--- src/rtl/rv_mem_arb.sv ---
// rtl/rv_mem_arb.sv - shared memory port arbiter/sequencer for fetch and data access (optional RV_MEM_ARB_PERF_EN stall counters)
module rv_mem_arb #(
  parameter int unsigned MAX_DM_BURST = 4
) (
  input  logic        i_clk,
  input  logic        i_rst,
  input  logic        i_if_req,
  input  logic [31:0] i_if_addr,
  output logic [31:0] o_if_rdata,
  output logic        o_if_ack,
  input  logic        i_dm_req,
  input  logic        i_dm_we,
  input  logic [31:0] i_dm_addr,
  input  logic [31:0] i_dm_wdata,
  input  logic [2:0]  i_dm_bytectrl,
  output logic [31:0] o_dm_rdata,
  output logic        o_dm_ack,
  output logic        o_bus_valid,
  input  logic        i_bus_ready,
  output logic        o_bus_we,
  output logic [31:0] o_bus_addr,
  output logic [31:0] o_bus_wdata,
  output logic [2:0]  o_bus_bytectrl,
  input  logic        i_bus_rvalid,
  input  logic [31:0] i_bus_rdata,
  output logic        o_busy,
  output logic [31:0] o_perf_if_stall,
  output logic [31:0] o_perf_dm_stall
);

  localparam logic [1:0] S_IDLE  = 2'd0;
  localparam logic [1:0] S_ISSUE = 2'd1;
  localparam logic [1:0] S_WAIT  = 2'd2;
  localparam logic [1:0] S_RESP  = 2'd3;

  localparam logic [3:0] BURST_MAX = 4'(MAX_DM_BURST);
  localparam logic [2:0] BC_WORD   = 3'b010;

  logic [1:0]  state_q, state_d;
  logic        owner_if_q, owner_if_d;
  logic [3:0]  burst_q, burst_d;
  logic        bus_we_q, bus_we_d;
  logic [31:0] bus_addr_q, bus_addr_d;
  logic [31:0] bus_wdata_q, bus_wdata_d;
  logic [2:0]  bus_bc_q, bus_bc_d;
  logic [31:0] rdata_q, rdata_d;

  logic dm_wins;
  // Fetch has been passed over often enough: it must take this arbitration.
  assign dm_wins = i_dm_req && !(i_if_req && (burst_q == BURST_MAX));

  // Next-state: arbitration and capture in IDLE, then handshake sequencing.
  always_comb begin
    state_d     = state_q;
    owner_if_d  = owner_if_q;
    burst_d     = burst_q;
    bus_we_d    = bus_we_q;
    bus_addr_d  = bus_addr_q;
    bus_wdata_d = bus_wdata_q;
    bus_bc_d    = bus_bc_q;
    rdata_d     = rdata_q;
    case (state_q)
      S_IDLE: begin
        if (dm_wins) begin
          owner_if_d  = 1'b0;
          bus_we_d    = i_dm_we;
          bus_addr_d  = i_dm_addr;
          bus_wdata_d = i_dm_wdata;
          bus_bc_d    = i_dm_bytectrl;
          if (!i_if_req) begin
            burst_d = 4'd0;
          end else if (burst_q != BURST_MAX) begin
            burst_d = burst_q + 4'd1;
          end
          state_d = S_ISSUE;
        end else if (i_if_req) begin
          owner_if_d  = 1'b1;
          bus_we_d    = 1'b0;
          bus_addr_d  = i_if_addr;
          bus_wdata_d = 32'd0;
          bus_bc_d    = BC_WORD;
          burst_d     = 4'd0;
          state_d     = S_ISSUE;
        end
      end
      S_ISSUE: if (i_bus_ready) state_d = S_WAIT;
      S_WAIT: begin
        if (i_bus_rvalid) begin
          // Stores return no data; their response only completes the access.
          rdata_d = bus_we_q ? 32'd0 : i_bus_rdata;
          state_d = S_RESP;
        end
      end
      default: state_d = S_IDLE;
    endcase
  end

  // State and captured transaction registers.
  always_ff @(posedge i_clk or posedge i_rst) begin
    if (i_rst) begin
      state_q     <= S_IDLE;
      owner_if_q  <= 1'b0;
      burst_q     <= 4'd0;
      bus_we_q    <= 1'b0;
      bus_addr_q  <= 32'd0;
      bus_wdata_q <= 32'd0;
      bus_bc_q    <= 3'd0;
      rdata_q     <= 32'd0;
    end else begin
      state_q     <= state_d;
      owner_if_q  <= owner_if_d;
      burst_q     <= burst_d;
      bus_we_q    <= bus_we_d;
      bus_addr_q  <= bus_addr_d;
      bus_wdata_q <= bus_wdata_d;
      bus_bc_q    <= bus_bc_d;
      rdata_q     <= rdata_d;
    end
  end

  assign o_bus_valid    = (state_q == S_ISSUE);
  assign o_bus_we       = bus_we_q;
  assign o_bus_addr     = bus_addr_q;
  assign o_bus_wdata    = bus_wdata_q;
  assign o_bus_bytectrl = bus_bc_q;
  assign o_busy         = (state_q != S_IDLE);
  assign o_if_ack       = (state_q == S_RESP) && owner_if_q;
  assign o_dm_ack       = (state_q == S_RESP) && !owner_if_q;
  assign o_if_rdata     = o_if_ack ? rdata_q : 32'd0;
  assign o_dm_rdata     = o_dm_ack ? rdata_q : 32'd0;

`ifdef RV_MEM_ARB_PERF_EN
  logic [31:0] perf_if_q, perf_dm_q;

  // Saturating counts of cycles a requester waits without completion.
  always_ff @(posedge i_clk or posedge i_rst) begin
    if (i_rst) begin
      perf_if_q <= 32'd0;
      perf_dm_q <= 32'd0;
    end else begin
      if (i_if_req && !o_if_ack && (perf_if_q != 32'hFFFF_FFFF)) perf_if_q <= perf_if_q + 32'd1;
      if (i_dm_req && !o_dm_ack && (perf_dm_q != 32'hFFFF_FFFF)) perf_dm_q <= perf_dm_q + 32'd1;
    end
  end

  assign o_perf_if_stall = perf_if_q;
  assign o_perf_dm_stall = perf_dm_q;
`else
  assign o_perf_if_stall = 32'd0;
  assign o_perf_dm_stall = 32'd0;
`endif

endmodule

--- config.mk ---
export PLATFORM = sky130hd
export DESIGN_NAME = rv_mem_arb
export DESIGN_NICKNAME = d
export VERILOG_FILES = /design/src/rtl/rv_mem_arb.sv
export SDC_FILE = /design/constraint.sdc
export NUM_CORES = 1
export LEC_CHECK = 0
export BUFFER_PORTS_ARGS = -buffer_cell sky130_fd_sc_hd__buf_2
export CORE_AREA = 2 2 132 134
export DETAILED_ROUTE_END_ITERATION = 10
export DIE_AREA = 0 0 134 136
export GPL_TIMING_DRIVEN = 0
export PLACE_DENSITY = 0.77
export SETUP_SLACK_MARGIN = 0.4
export SLEW_MARGIN = 25
export SYNTH_ARGS = -nofsm -noshare
export SYNTH_HDL_FRONTEND = slang
export SYNTH_SLANG_ARGS = --single-unit
export TNS_END_PERCENT = 5
--- constraint.sdc ---
create_clock -name i_clk -period 2.83 [get_ports i_clk]
set_input_delay 0.1415 -clock i_clk [delete_from_list [all_inputs] [get_ports i_clk]]
set_output_delay 0.1415 -clock i_clk [all_outputs]
set_load 0.005 [all_outputs]
==> metrics.yaml <==
outcome:
  status: "complete, no violations"
cts:
  clock_path_buffers: 2
  cts_buffers: 9
  cts-root-buf: "clkbuf_16"
  htree_levels: 3
  cts_num_sinks: 107
  clock_latency_ns: 0.35
  post_cts_buffers: 0
  cts_tree: "built"
  cts.clk_slew.worst_paths_ns: 0.07
die:
  io_pins: 338
  dieArea_um2: 18200
  die_w_um: 134
  dieHeight_um: 136
  core-area_um2: 16900
  start_util_pct: 32.9
  rows: 48
finish:
  final_cells: 1192
  drive_gt1_share_pct: 38.6
  utilization_pct: 47.8
  layout_commonest_cell: "buf_2"
  syn_to_final_growth_pct: 45.1
  nFillCells: 1659
  antennaDiodeCount: 0
  num-nets-final: 1106
  mostFrequentLayoutCells: "buf_2 (283), dfrtp_1 (107), nand2_1 (98)"
  stdcell_area_um2: 8060
detailed_routing:
  routedWlPerCell_um: 14.5
  vias: 5420
  ant_nets: 0
  drtIter0Drc: 306
  vias_per_cell: 4.55
  routed_wirelength_um: 17200
  drc: 0
  firstDrtPassIters: 5
critical_path:
  crit_arrival_ns: 2.08
  required_ns: 2.69
  cp_max_fo: 10
  endpoint_kind: "output port"
  cpPeakStageDelay_ns: 0.39
  cpLargestDelayFamily: "simple AND/OR/NAND/NOR gates"
  worstPathCellList: "ha_2, nor2b_1, clkbuf_1, and2_1, buf_2"
  cpMaxStageDelayCell: "dfrtp_1"
  path_buf_inv: 2
  critPathLaunchType: "flop"
  worst-setup-path-type: "flop to output port"
timing:
  period_needed_ns: 2.22
  setup_ws_ns: 0.609
  rsz0062_at_grt: "false"
  slew_viol_final: 0
  setup_viol: 0
  fin_setup_tns_ns: 0
  period_share_pct: 78.5
  timing.fmax_ghz: 0.450
  tightest_slew_ns: 0.614
  skew_ns: 0.00879
  max-slew-margin-rel_pct: 59.0
  report.final.hold_viol_count: 0
yosys:
  ys.warnings.count: 0
  synth_top_area_cell: "dfrtp_1"
  netlist_top_cells_area: "dfrtp_1 (48%), buf_4 (8.8%), nand2_1 (6.6%), a22o_1 (5.5%), o211ai_1 (4.3%)"
  yosysTopAreaCellShare_pct: 48.2
  syn_avg_cell_area_um2: 9.47
  postSynthCellCount: 587
  synth_cell_type_count: 33
  ys_ff_latch: 107
  netlist_area_um2: 5560
  seq_area_frac_synth_pct: 48.2
power_and_ir_drop:
  clock_power_share_pct: 18.1
  power_frac_comb_pct: 43.6
  switching_share_pct: 38.8
  ir_worst_vdd_mv: 0.430
  p_leak_nw: 4.46
  intPower_mw: 4.19
  powerDensity_nw_per_um2: 849
  seqPwrFrac_pct: 38.3
  power.switching_mw: 2.66
placement:
  place.gp.congestion: 0.890
  port_buffers: 271
  dp.cells: 1149
  dpl-instance-area_um2: 7500
  place_ws_ns: 0.801
  post-dp-hpwl_um: 13400
global_routing:
  grt_max_degree: 30
  grt_use_total_pct: 18.2
  grt_overflow_total: 0
  antenna_found_initial: 0
  grt_pass1_vias: 5061
  grt_pass1_wl_um: 26100
flow_run:
  maxCapViolations: 0
hold_path:
  hp-class: "input port to flop"
-- cell families (layout without fill, tap and decap cells) --
logic type	count (synthesis)	after routing	synth area share, %
other cells	1	64	0.0675
compound gates	110	110	14.4
mux	2	2	0.383
xor+xnor	1	1	0.158
fa+ha+maj	6	6	1.35
buf+inv	123	440	13.1
simple gates	237	237	22.4
flops	107	107	48.2
-- power groups by stage --
stage                     combinational (mW)  clock [mW]  sequential [mW]
after global placement                  2.87           0             2.63
final                                   2.98        1.24             2.62
after floorplan                         1.72           0             2.60
after global routing                    3.31        1.33             2.71
after CTS                               3.00        1.28             2.62
after detailed placement                2.98           0             2.63
-- path summary, 6_finish.rpt --
check / endpoint / cells past startpoint / start / slack (ns)
worst max-delay path: o_dm_rdata[3] / 5 / state_q[1] / 0.61
worst min-delay path: o_bus_wdata[6] / 2 / i_dm_wdata[6] / 0.01
worst max register to register: o_bus_addr[4] / 8 / state_q[0] / 0.93
worst min register to register: o_bus_addr[0] / 2 / o_bus_addr[0] / 0.49
max in group asynchronous: rdata_q[10] / 5 / i_rst / 1.65
min in group asynchronous: o_bus_addr[28] / 3 / i_rst / 0.41
-- through the flow --
step	total power, mW	hold slack [ns]
global route	7.35	0.00691
detailed placement	5.61	0.244
global placement	5.50	0.359
floorplan	4.32	0.264
finish	6.84	0.0135
CTS	6.90	0.000954
-- layout make-up --
type / count / area, µm² / area share (%)
tap: 225 / 282 / 3.49
buffer: 114 / 694 / 8.61
timing repair buffer: 301 / 1690 / 20.9
multi-input combinational: 420 / 2390 / 29.7
sequential: 107 / 2680 / 33.2
clock inverter: 6 / 55.1 / 0.683
clock buffer: 10 / 239 / 2.96
inverter: 9 / 37.5 / 0.465
-- synth_stat cells --
cell type,n
nand4b_4,1
a21oi_1,2
and3_1,33
a31o_1,1
inv_1,9
clkbuf_1,35
o211ai_1,32
buf_1,1
o21ai_1,32
o21a_1,1
ha_1,6
nor2_1,4
a22o_1,35
nor2b_1,1
a32o_1,3
buf_2,12
mux2i_1,1
buf_4,65
nand2_1,98
o21ai_2,1
o22ai_1,1
nand4_1,32
xnor2_1,1
o32ai_1,1
nand3_1,1
mux2_1,1
o221a_2,1
or3b_1,1
dfrtp_1,107
conb_1,1
buf_6,1
nand2b_1,32
and2_1,34
-- what timing repair did --
item,CTS,global route
hold buffers,27,0
resized for setup,0,1
endpoints found under the setup margin,0,16
hold endpoints to repair,50,0
-- routing by layer --
layer | global-route usage (%) | wire length, µm | vias up
met4 | 7.33 | 439 | 0
met3 | 3.02 | 1060 | 34
met2 | 31.6 | 8600 | 241
met1 | 22.5 | 7140 | 2508
met5 | 0 | 0 | -
li1 | - | - | 2637
-- registers in the layout (all words and copies together), names as in the netlist --
| name | flops |
|---|---|
| o_bus_addr | 32 |
| o_bus_wdata | 32 |
| rdata_q | 32 |
| burst_q | 4 |
| o_bus_bytectrl | 3 |
| state_q | 2 |
| o_bus_we | 1 |
| owner_if_q | 1 |
Power figures use the tool's default switching activity.
